## src/rtl/math_pkg.sv

```systemverilog
// Shared definitions for the math datapath.
//   add_seq_state_t : FSM states of the multi-cycle adder
//   WIDTH_DEF       : default total operand width
//   SLICE_DEF       : default bits added per clock
package math_pkg;

  typedef enum logic [1:0] {
    IDLE = 2'd0,
    RUN  = 2'd1,
    DONE = 2'd2
  } add_seq_state_t;

  localparam int WIDTH_DEF = 256;
  localparam int SLICE_DEF = 64;

endpackage : math_pkg

```

## src/rtl/add_64bit.sv

```systemverilog
// Combinational 64-bit carry-lookahead adder.
// Two levels: 4-bit groups produce group generate/propagate, the group
// carries are resolved across the 16 groups, then each group expands its
// carry-in into per-bit carries.
//   din1, din2 : 64-bit addends
//   cin        : carry in
//   dout       : 64-bit sum
//   cout       : carry out of bit 63
//   c_msb      : carry into bit 63 (for signed overflow detection)
module add_64bit (
  input  logic [63:0] din1,
  input  logic [63:0] din2,
  input  logic        cin,
  output logic [63:0] dout,
  output logic        cout,
  output logic        c_msb
);

  logic [63:0] g;
  logic [63:0] p;
  logic [64:0] c;
  logic [15:0] gg;
  logic [15:0] gp;
  logic [16:0] gc;

  assign g = din1 & din2;
  assign p = din1 ^ din2;

  // NOTE: every variable written here gets a default first, so no path can
  // leave one unassigned and infer a latch.
  always_comb begin
    gg = '0;
    gp = '0;
    gc = '0;
    c  = '0;

    // Group generate / propagate over each 4-bit nibble.
    for (int k = 0; k < 16; k++) begin
      gg[k] = g[4*k+3]
            | (p[4*k+3] & g[4*k+2])
            | (p[4*k+3] & p[4*k+2] & g[4*k+1])
            | (p[4*k+3] & p[4*k+2] & p[4*k+1] & g[4*k]);
      gp[k] = &p[4*k +: 4];
    end

    // Carry into each group.
    gc[0] = cin;
    for (int k = 0; k < 16; k++) begin
      gc[k+1] = gg[k] | (gp[k] & gc[k]);
    end

    // Expand each group carry into its four bit carries.
    for (int k = 0; k < 16; k++) begin
      c[4*k]   = gc[k];
      c[4*k+1] = g[4*k] | (p[4*k] & gc[k]);
      c[4*k+2] = g[4*k+1] | (p[4*k+1] & g[4*k])
               | (p[4*k+1] & p[4*k] & gc[k]);
      c[4*k+3] = g[4*k+2] | (p[4*k+2] & g[4*k+1])
               | (p[4*k+2] & p[4*k+1] & g[4*k])
               | (p[4*k+2] & p[4*k+1] & p[4*k] & gc[k]);
    end
    c[64] = gc[16];
  end

  assign dout  = p ^ c[63:0];
  assign cout  = c[64];
  assign c_msb = c[63];

endmodule : add_64bit

```

## src/rtl/add_256bit_seq.sv

```systemverilog
// Multi-cycle WIDTH-bit adder: din1 + din2 + cin, one SLICE-bit slice per
// clock, LSB slice first, carry held in a register between slices.
//   clk, rst   : rising-edge clock, synchronous active-high reset
//   in_valid   : operands valid         in_ready  : idle, accepts operands
//   din1, din2 : addends                cin       : carry in
//   out_valid  : result valid (held)    out_ready : downstream accepts
//   dout       : sum modulo 2^WIDTH     cout      : unsigned carry out
//   ovf        : two's-complement overflow
module add_256bit_seq
  import math_pkg::*;
#(
  parameter int WIDTH = WIDTH_DEF,
  parameter int SLICE = SLICE_DEF
) (
  input  logic             clk,
  input  logic             rst,
  input  logic             in_valid,
  output logic             in_ready,
  input  logic [WIDTH-1:0] din1,
  input  logic [WIDTH-1:0] din2,
  input  logic             cin,
  output logic             out_valid,
  input  logic             out_ready,
  output logic [WIDTH-1:0] dout,
  output logic             cout,
  output logic             ovf
);

  localparam int NSLICE = WIDTH / SLICE;
  localparam int IDXW   = (NSLICE > 1) ? $clog2(NSLICE) : 1;
  localparam logic [IDXW-1:0] LAST_IDX = IDXW'(NSLICE - 1);

  add_seq_state_t state;
  add_seq_state_t next_state;

  logic [WIDTH-1:0] op_a;
  logic [WIDTH-1:0] op_b;
  logic             carry;
  logic [IDXW-1:0]  idx;

  logic [SLICE-1:0] s_sum;
  logic             s_cout;
  logic             s_msb;

  logic accept;
  logic last;

  // Handshake flags come straight from the state register.
  assign in_ready  = (state == IDLE);
  assign out_valid = (state == DONE);
  assign accept    = in_valid && in_ready;
  assign last      = (idx == LAST_IDX);

  // Single slice adder, fed by whichever slice idx selects.
  add_64bit u_slice (
    .din1  (op_a[idx*SLICE +: SLICE]),
    .din2  (op_b[idx*SLICE +: SLICE]),
    .cin   (carry),
    .dout  (s_sum),
    .cout  (s_cout),
    .c_msb (s_msb)
  );

  always_comb begin
    next_state = state;
    unique case (state)
      IDLE:    if (accept)    next_state = RUN;
      RUN:     if (last)      next_state = DONE;
      DONE:    if (out_ready) next_state = IDLE;
      default:                next_state = IDLE;
    endcase
  end

  // NOTE: registered state uses non-blocking <= so every flop samples the
  // pre-edge values regardless of statement order.
  always_ff @(posedge clk) begin
    if (rst) state <= IDLE;
    else     state <= next_state;
  end

  // Visible results are reset; a reset mid-operation leaves dout at zero.
  always_ff @(posedge clk) begin
    if (rst) begin
      dout <= '0;
      cout <= 1'b0;
      ovf  <= 1'b0;
    end else if (state == RUN) begin
      dout[idx*SLICE +: SLICE] <= s_sum;
      if (last) begin
        cout <= s_cout;
        // Overflow: carry into the MSB differs from carry out of it.
        ovf  <= s_cout ^ s_msb;
      end
    end
  end

  // NOTE: operand, carry and index registers are deliberately not reset;
  // they are always loaded on acceptance before being read.
  always_ff @(posedge clk) begin
    if (state == IDLE) begin
      if (accept) begin
        op_a  <= din1;
        op_b  <= din2;
        carry <= cin;
        idx   <= '0;
      end
    end else if (state == RUN) begin
      carry <= s_cout;
      // Hold at the last slice rather than wrap; RUN exits there anyway.
      if (!last) idx <= idx + 1'b1;
    end
  end

endmodule : add_256bit_seq
```

## config.mk

```make
export PLATFORM = sky130hd
export DESIGN_NAME = add_256bit_seq
export DESIGN_NICKNAME = d
export VERILOG_FILES = /design/src/rtl/math_pkg.sv /design/src/rtl/add_64bit.sv /design/src/rtl/add_256bit_seq.sv
export SDC_FILE = /design/constraint.sdc
export NUM_CORES = 1
export LEC_CHECK = 0
export CORE_AREA = 5 5 301 303
export DETAILED_ROUTE_END_ITERATION = 6
export DIE_AREA = 0 0 306 308
export PLACE_DENSITY = 0.59
export SYNTH_ARGS = -nofsm -noshare
export SYNTH_HDL_FRONTEND = slang
export SYNTH_HIERARCHICAL = 1
export SYNTH_SLANG_ARGS = --single-unit
```

## constraint.sdc

```tcl
create_clock -name clk -period 39.2 [get_ports clk]
set_input_delay 7.84 -clock clk [delete_from_list [all_inputs] [get_ports clk]]
set_output_delay 7.84 -clock clk [all_outputs]
set_load 0.02 [all_outputs]
```

# Yosys cells after proc, flatten, opt, wreduce, memory -nomap -nowiden
# Index checks and enable logic that the tools add are counted.
# totals
regBits	775
in_bits	517
output_inout_bits	260
wordCells	461
# op_classes
n_addsub	2
eq_ne	7
shift	4
n_mux	12
bitwise	404
reduce_logical	24
# ops
cell	count
$shiftx A256 B9 Y64	2
$bwmux W256	1
$shift A64 B34 Y256 const A	1
$shiftx A64 B34 Y256	1
$and A1 B1 Y1	240
$or A1 B1 Y1	160
$xor A64 B64 Y64	2
$and A64 B64 Y64	1
$reduce_and A4 Y1	16
$neg A8 Y34	1
$mux W2	7
$pmux W2 S3	1
$reduce_and A2 Y1	3
$reduce_and A3 Y1	2
$eq A2 B2 Y1 const B	2
$ne A2 B1 Y1 const B	2
$ne A2 B2 Y1 const B	2
$mux W1	3
$add A2 B1 Y2 const B	1
$eq A2 B1 Y1 const B	1
$logic_not A2 Y1	1
$reduce_bool A2 Y1	1
$logic_and A1 B1 Y1	1
$xor A1 B1 Y1	1

# Logic depth before layout (Yosys ltp)
# Gate-level depths: netlist of run 1.
# depth
word_depth	40
depth_mapped	17

# Cells and area by module
# Netlist of run 1, hierarchy kept.
# by_module_without_submodules
mod	instances	cells_each	area_per_inst_um2	seq_area_each_um2
add_256bit_seq	1	1506	27456.3	20669.8
add_64bit	1	359	2926.6	0.0

# Least setup slack after synthesis of run 1
# OpenSTA, ideal clock, no wires.
# synth_path
path_type	input to register
startpoint	in in_valid
endpoint	reg op_a[0], enable pin
setup_time_ns	0.941
arrival_time_ns	19.331
path_slack_ns	18.928
cell_stages	1
path_cell_list	and2_1
# synth_between
elab_chain_cells	2
# synth_rtl
element	line_no	rtl
start, declared	add_256bit_seq.sv:17	input logic in_valid,
$logic_and A1 B1 Y1	add_256bit_seq.sv:51	assign accept = in_valid && in_ready;
$reduce_and A2 Y1 (no source line)	-	
end signal, assigned	add_256bit_seq.sv:102	op_a <= din1;
end, declared	add_256bit_seq.sv:36	logic [WIDTH-1:0] op_a;
# Every way passes these cells.
# A chain may end at the register's enable or synchronous reset.

# Final worst setup path of run 1
# layout_path
startpoint	in in_valid
endpoint	reg op_b[99], enable pin
# layout_between
elab_chain_cells	2
# layout_rtl
element	line_no	rtl
$logic_and A1 B1 Y1	add_256bit_seq.sv:51	
$reduce_and A2 Y1 (no source line)	-	
end signal, assigned	add_256bit_seq.sv:103	op_b <= din2;
end, declared	add_256bit_seq.sv:37	logic [WIDTH-1:0] op_b;
# Every way passes these cells.

==> results of run 1 <==
## power by group through the flow
stage | logic (mW) | registers [mW] | clock network [mW]
after floorplan | 0.335 | 0.979 | 0
after global placement | 0.560 | 0.956 | 0
after detailed placement | 0.568 | 0.959 | 0
after CTS | 0.572 | 0.942 | 0.789
after global routing | 0.611 | 0.945 | 0.825
final | 0.570 | 0.941 | 0.769
## placed cells by master, fill, tap and decap left out, drive strengths merged, types with 27 or more instances in the layout
master / synthesis / layout
mux4: 128 / 128
nand3: 71 / 71
dfxtp: 260 / 260
clkbuf: 56 / 123
edfxtp: 515 / 515
o32ai: 40 / 40
a22o: 89 / 89
a21oi: 101 / 101
clkinv: 0 / 28
buf: 57 / 27
nor2: 28 / 28
clkdlybuf4s50: 0 / 775
inv: 62 / 68
nand2: 108 / 108
ha: 69 / 69
a32o: 64 / 64
## per-stage QoR
step | hold slack, ns | power, mW | utilization, % | std cells | area, µm²
2_1_floorplan | 0.529 | 1.31 | - | 1865 | 30400
3_3_place_gp | 0.439 | 1.52 | 44.8 | 3719 | 39300
3_5_place_dp | 0.444 | 1.53 | 44.8 | 3719 | 39300
4_1_cts | 0.451 | 2.30 | 47.8 | 3879 | 42000
5_1_grt | 0.470 | 2.38 | 47.8 | 3880 | 42000
6_report | 0.447 | 2.28 | 47.8 | 3880 | 42000
## area by class of cell
| class | count | area, µm² | area share (%) |
|---|---|---|---|
| antenna | 1 | 2.50 | 0.00596 |
| clock buffer | 123 | 2370 | 5.64 |
| clock inverter | 37 | 328 | 0.781 |
| inverter | 62 | 235 | 0.561 |
| multi-input combinational | 915 | 8920 | 21.3 |
| sequential | 775 | 20700 | 49.3 |
| tap | 1165 | 1460 | 3.47 |
| timing repair buffer | 802 | 7980 | 19.0 |
## flip-flops by register name, indices dropped and copies added, names as in the netlist
name,flops
cout,1
idx,2
carry,1
ovf,1
op_a,256
state,2
op_b,256
dout,256
## how the worst min path moves through the flow
| stage | from | to | slack [ns] | depth (start not counted) |
|---|---|---|---|---|
| after floorplan | dout[128] | dout[128] | 0.53 | 2 |
| after global placement | dout[169] | dout[169] | 0.44 | 2 |
| after detailed placement | dout[172] | dout[172] | 0.44 | 2 |
| after CTS | dout[172] | dout[172] | 0.45 | 2 |
| after global routing | dout[133] | dout[133] | 0.47 | 2 |
| final | dout[181] | dout[181] | 0.45 | 2 |
## critical path, delay by kind of cell
| family | cells | cell delay, ns |
|---|---|---|
| buffers and inverters | 4 | 2.84 |
| and+or+nand+nor | 1 | 0.74 |
## kinds of logic (layout without fill, tap and decap cells)
logic type	Yosys count	count (layout)
AO/OA/AOI/OAI	376	376
XOR/XNOR	45	45
adder cells (fa/ha/maj)	85	85
buffers and inverters	175	1024
flip-flops	775	775
multiplexers	131	131
other	0	1
AND/OR/NAND/NOR	278	278
## layer usage
metal | wire length (µm) | vias to the layer above
li1 | - | 8952
met1 | 37800 | 10133
met2 | 53000 | 805
met3 | 8630 | 136
met4 | 3060 | 0
met5 | 0 | -
==> impl_metrics.env, run 1 <==
export IMPL_globalRoute_totalOverflow=0
export IMPL_detail_route_wirelength_um=102000
export IMPL_grt_busiest_layer="met2"
export IMPL_synth_edff_count=515
export IMPL_starting_density_pct=34.6
export IMPL_synth_simple_gate_area_share_pct=4.67
export IMPL_fill_cells=7524
export IMPL_layout_nets=3244
export IMPL_cp_end_kind="register"
export IMPL_cts_root_to_sink_buffers=3
export IMPL_post_route_worst_setup_slack_ns=27.78
export IMPL_reg2reg_slack_ns=32.17
export IMPL_worst_pin_slew_ns=1.18
export IMPL_mux_contribution_to_synthesized_area_pct=9.59
export IMPL_fin_setup_tns_ns=0
export IMPL_reg2reg_to="dout[189]"
export IMPL_post_synth_main_area_contributors="sky130_fd_sc_hd__edfxtp_1 (51%), sky130_fd_sc_hd__dfxtp_1 (17%), sky130_fd_sc_hd__mux4_2 (9.5%), sky130_fd_sc_hd__ha_1 (2.8%), sky130_fd_sc_hd__a22o_1 (2.6%)"
export IMPL_fmax_ghz=0.0876
export IMPL_hold_buffers=0
export IMPL_grt_antenna_before_repair=3
export IMPL_clock_tree_from_tritoncts="yes"
export IMPL_synth_compound_gate_area_share_pct=9.82
export IMPL_postSynthNetCount=2467
export IMPL_finalMaxSlewViolations=0
export IMPL_drc_errors=0
export IMPL_largest_family_of_logic_cells_by_synthesized_area="compound AO/OA/AOI/OAI gates"
export IMPL_netlist_top_cells_count="sky130_fd_sc_hd__edfxtp_1 (515), sky130_fd_sc_hd__dfxtp_1 (260), sky130_fd_sc_hd__mux4_2 (128), sky130_fd_sc_hd__nand2_1 (108), sky130_fd_sc_hd__a21oi_1 (99)"
export IMPL_post_synth_xor_area_fraction_pct=1.30
export IMPL_hold_violations=0
export IMPL_global_route_usage_met1_pct=24.3
export IMPL_worstHoldPathType="reg -> reg"
export IMPL_yosys_cell_types=75
export IMPL_power_share_sequential_pct=41.3
export IMPL_average_vias_per_placed_instance=5.16
export IMPL_detail_route_iter0_violations=1532
export IMPL_grt_max_degree=167
export IMPL_clock_skew_final_ns=0.0251
export IMPL_use_met3_pct=6.41
export IMPL_root_buffer="sky130_fd_sc_hd__clkbuf_16"
export IMPL_postCtsResizedCells=0
export IMPL_overall_track_demand_over_capacity_in_global_routing_pct=20.9
export IMPL_pwr_share_clk_pct=33.7
export IMPL_critical_path_startpoint_type="input port"
export IMPL_max_cap_viol_count=0
export IMPL_post_cts_repair_setup_buffers=0
export IMPL_synth_fa_ha_area_share_pct=3.90
export IMPL_grt_util_met2_pct=37.4
export IMPL_synth_cell_area_um2=30400
export IMPL_fin_crit_ns=11.42
export IMPL_net_switching_power_mw=0.690
export IMPL_cts_sinks=775
export IMPL_critical_path_max_stage_delay_ns=0.79
export IMPL_min_period_over_period_pct=29.1
export IMPL_crit_fanout=70
export IMPL_yosys_area_top_type="sky130_fd_sc_hd__edfxtp_1"
export IMPL_place_hpwl_um=76100
export IMPL_worstPathArrival_ns=11.67
export IMPL_crit_path_top_delay_cell="sky130_fd_sc_hd__buf_4"
export IMPL_placeableCoreArea_um2=87700
export IMPL_row_count=109
export IMPL_r2r_start="idx[0]"
export IMPL_ys_warn_count=6
export IMPL_synth_top_area_share_pct=50.9
export IMPL_leakage_nw=14.7
export IMPL_cts_max_level=3
export IMPL_grt_setup_unrepaired="no"
export IMPL_io_pins=777
export IMPL_io_buffer_count=776
export IMPL_grt_first_pass_wirelength_um=145000
export IMPL_peakVddDrop_v=0.0000343
export IMPL_grt_pass1_vias=21090
export IMPL_dp_slack_ns=27.09
export IMPL_netSwitchingFraction_pct=30.3
export IMPL_numCtsBuffers=86
export IMPL_outcome="finished clean"
export IMPL_syn_mean_instance_area_um2=16.3
export IMPL_reg2regPathDepth=16
export IMPL_fraction_of_final_layout_cells_sized_beyond_drive_strength_1_pct=13.4
export IMPL_setup_viol=0
export IMPL_ys_flop_type="sky130_fd_sc_hd__edfxtp_1"
export IMPL_area_growth_synth_to_final_pct=38.1
export IMPL_chipWidth_um=306
export IMPL_seq_area_frac_synth_pct=68.0
export IMPL_die_h_um=308
export IMPL_crit_end="op_b[99]"
export IMPL_max_slew_margin_pct=21.1
export IMPL_yosys_register_bits=775
export IMPL_cellPowerDensity_nw_per_um2=54.3
export IMPL_crit_top_cell="sky130_fd_sc_hd__buf_4"
export IMPL_clkTransAtPathRegs_ns=0.05
export IMPL_p_int_mw=1.59
export IMPL_die_area_um2=94200
export IMPL_synth_most_common_cell="sky130_fd_sc_hd__edfxtp_1"
export IMPL_route_detailed_wl_per_inst_um=26.4
export IMPL_worstSetupPathType="in -> reg"
export IMPL_ys_async_sr_fraction_pct=0
export IMPL_worstPathRequired_ns=39.45
export IMPL_clock_latency_ns=0.63
export IMPL_dr_pass1_iters=5
export IMPL_crit_chain="clkdlybuf4s50_1 -> and2_4 -> buf_4 -> buf_4 -> buf_4"
export IMPL_drtAntennaViolNets=0
export IMPL_crit_path_launch="in_valid"
export IMPL_place_congestion=0.841
export IMPL_power_share_combinational_pct=25.0
export IMPL_netlist_instances=1865
export IMPL_num_vias=20026
Note: power is estimated with default switching activity, not from simulation.
==> inputs of run 2 (changes only) <==
--- a/config.mk
+++ b/config.mk
@@ -5,10 +5,10 @@
 export SDC_FILE = /design/constraint.sdc
 export NUM_CORES = 1
 export LEC_CHECK = 0
-export CORE_AREA = 5 5 301 303
+export CORE_AREA = 5 5 302 304
 export DETAILED_ROUTE_END_ITERATION = 6
-export DIE_AREA = 0 0 306 308
-export PLACE_DENSITY = 0.59
+export DIE_AREA = 0 0 307 309
+export PLACE_DENSITY = 0.61
 export SYNTH_ARGS = -nofsm -noshare
 export SYNTH_HDL_FRONTEND = slang
 export SYNTH_HIERARCHICAL = 1
==> constraint.sdc (replaced) <==
create_clock -name clk -period 10.06 [get_ports clk]
set_input_delay 2.012 -clock clk [delete_from_list [all_inputs] [get_ports clk]]
set_output_delay 2.012 -clock clk [all_outputs]
set_load 0.02 [all_outputs]
==> run 2 against run 1 <==
Core utilization is essentially flat. Non-clock buffer count is 4 higher. Wire length up 3.3%. Highest routed layer is now met5. Combinational power rose to 3.9 times the previous value. Critical path type is now reg -> reg. Worst hold slack better by 0.0063 ns. Via count rose by 0.94%. Flip-flop and latch count did not move.
==> impl_metrics.env, run 2 (synthesis gave the netlist of run 1 again) <==
export IMPL_place_congestion=0.838
export IMPL_die_h_um=309
export IMPL_post_cts_repair_setup_buffers=0
export IMPL_fraction_of_final_layout_cells_sized_beyond_drive_strength_1_pct=13.8
export IMPL_grt_antenna_before_repair=1
export IMPL_max_cap_viol_count=0
export IMPL_antenna_diode_count=0
export IMPL_route_detailed_wl_per_inst_um=27.3
export IMPL_grt_setup_unrepaired="no"
export IMPL_reg2reg_slack_ns=4.21
export IMPL_pwr_share_clk_pct=34.1
export IMPL_reg2regPathDepth=15
export IMPL_grt_first_pass_wirelength_um=148000
export IMPL_overall_track_demand_over_capacity_in_global_routing_pct=21.3
export IMPL_placeableCoreArea_um2=88000
export IMPL_use_met3_pct=6.87
export IMPL_outcome="finished clean"
export IMPL_detailed_place_area_um2=39300
export IMPL_p_int_mw=6.23
export IMPL_crit_end="dout[177]"
export IMPL_min_from="dout[132]"
export IMPL_cts_root_to_sink_buffers=3
export IMPL_power_share_sequential_pct=40.9
export IMPL_io_pins=777
export IMPL_seqCellArea_um2=20700
export IMPL_clock_skew_final_ns=0.0316
export IMPL_io_buffer_count=776
export IMPL_detail_route_wirelength_um=106000
export IMPL_globalRoute_totalOverflow=0
export IMPL_die_area_um2=94900
export IMPL_reg_top3="dout x256, op_a x256, op_b x256"
export IMPL_worstPathRequired_ns=10.60
export IMPL_setup_viol=0
export IMPL_cts_max_level=3
export IMPL_critical_path_startpoint_type="register"
export IMPL_grt_max_degree=189
export IMPL_grt_util_met2_pct=37.3
export IMPL_power_share_combinational_pct=25.0
export IMPL_dr_pass1_iters=5
export IMPL_average_vias_per_placed_instance=5.21
export IMPL_num_vias=20214
export IMPL_detail_route_iter0_violations=1765
export IMPL_clkTransAtPathRegs_ns=0.06
export IMPL_hold_buffers=0
export IMPL_cts_sinks=775
export IMPL_drc_errors=0
export IMPL_layout_cells_most_common_list="sky130_fd_sc_hd__clkdlybuf4s50_1 (775), sky130_fd_sc_hd__edfxtp_1 (515), sky130_fd_sc_hd__dfxtp_1 (260)"
export IMPL_clock_latency_ns=0.63
export IMPL_multi_input_gate_area_um2=8920
export IMPL_grt_pass1_vias=21260
export IMPL_netSwitchingFraction_pct=30.6
export IMPL_global_route_usage_met1_pct=25.2
export IMPL_chipWidth_um=307
export IMPL_r2r_start="idx[1]"
export IMPL_net_switching_power_mw=2.75
export IMPL_drtAntennaViolNets=0
export IMPL_crit_path_launch="idx[1]"
export IMPL_min_period_over_period_pct=58.1
export IMPL_crit_fanout=31
export IMPL_place_hpwl_um=77900
export IMPL_area_growth_synth_to_final_pct=38.5
export IMPL_starting_density_pct=34.5
export IMPL_pwr_total_mw=8.98
export IMPL_numCtsBuffers=84
export IMPL_finalMaxSlewViolations=0
export IMPL_cellPowerDensity_nw_per_um2=214
export IMPL_worstPathArrival_ns=6.39
export IMPL_fmax_ghz=0.171
export IMPL_fill_cells=7522
export IMPL_layout_nets=3246
export IMPL_layout_cells_most_common="sky130_fd_sc_hd__clkdlybuf4s50_1"
export IMPL_max_slew_margin_pct=19.3
export IMPL_reg2reg_to="dout[177]"
export IMPL_hold_violations=0
export IMPL_fin_crit_ns=5.85
export IMPL_postCtsResizedCells=0
export IMPL_leakage_nw=14.8
export IMPL_clock_tree_from_tritoncts="yes"
export IMPL_row_count=109
export IMPL_worstSetupPathType="reg -> reg"
export IMPL_cp_end_kind="register"
export IMPL_grt_busiest_layer="met2"
export IMPL_worst_pin_slew_ns=1.21
export IMPL_worstHoldPathType="reg -> reg"
export IMPL_root_buffer="sky130_fd_sc_hd__clkbuf_16"
export IMPL_fin_setup_tns_ns=0
export IMPL_fin_area_um2=42100
export IMPL_peakVddDrop_v=0.000134
[run 2: cell count changes in the layout (fill, tap and decap cells not counted), sizes merged]
cell      previous run  this run
clkbuf             123       113
buf                 27        31
bufinv               3         6
clkinv              28        31
clkinvlp             0         3
inv                 68        66
diode                1         0
[run 2: per-layer routing]
metal / share of wire (%) / vias up
li1: - / 8965
met1: 37 / 10243
met2: 51 / 864
met3: 9.2 / 140
met4: 2.9 / 2
met5: 0.012 / -
[run 2: layout make-up]
| type | count | share of cell area (%) |
|---|---|---|
| multi-input combinational | 915 | 21.2 |
| clock inverter | 44 | 1.12 |
| clock buffer | 113 | 5.39 |
| timing repair buffer | 806 | 19.1 |
| tap | 1165 | 3.47 |
| sequential | 775 | 49.1 |
| inverter | 62 | 0.559 |
[run 2: critical path: stages, from the launching register on]
cell and delay (ns):
sky130_fd_sc_hd__edfxtp_1 0.97, sky130_fd_sc_hd__buf_4 0.56, sky130_fd_sc_hd__mux4_2 0.38, sky130_fd_sc_hd__ha_1 0.40, sky130_fd_sc_hd__a21oi_1 0.24, sky130_fd_sc_hd__o21a_1 0.19, sky130_fd_sc_hd__a2bb2oi_1 0.46, sky130_fd_sc_hd__o211ai_1 0.40
sky130_fd_sc_hd__a21oi_4 0.40, sky130_fd_sc_hd__o21a_2 0.25, sky130_fd_sc_hd__inv_2 0.07, sky130_fd_sc_hd__a311o_1 0.37, sky130_fd_sc_hd__fa_1 0.39, sky130_fd_sc_hd__xor2_1 0.31, sky130_fd_sc_hd__nand3_1 0.11, sky130_fd_sc_hd__a21oi_1 0.19
[run 2: worst min path at each step]
stage                end  cells past startpoint
4_1_cts        dout[134]                      2
6_report       dout[132]                      2
2_1_floorplan  dout[128]                      2
5_1_grt        dout[144]                      2
3_5_place_dp   dout[163]                      2
3_3_place_gp   dout[148]                      2
[run 2: power groups by stage]
stage                     Combinational (mW)  Sequential [mW]  Clock, mW
after floorplan                         1.31             3.77          0
after global placement                  2.21             3.74          0
after detailed placement                2.24             3.74          0
after CTS                               2.25             3.68       3.13
after global routing                    2.41             3.69       3.27
final                                   2.24             3.68       3.06
[run 2: per-stage QoR]
step                hold slack (ns)  utilization, %  setup WS [ns]  cells
floorplan                     0.529               -           1.38   1865
global placement              0.441            44.7           4.33   3723
global route                  0.467            47.8           3.83   3880
finish                        0.453            47.8           4.21   3880
detailed placement            0.444            44.7           4.10   3723
CTS                           0.454            47.8           4.05   3880
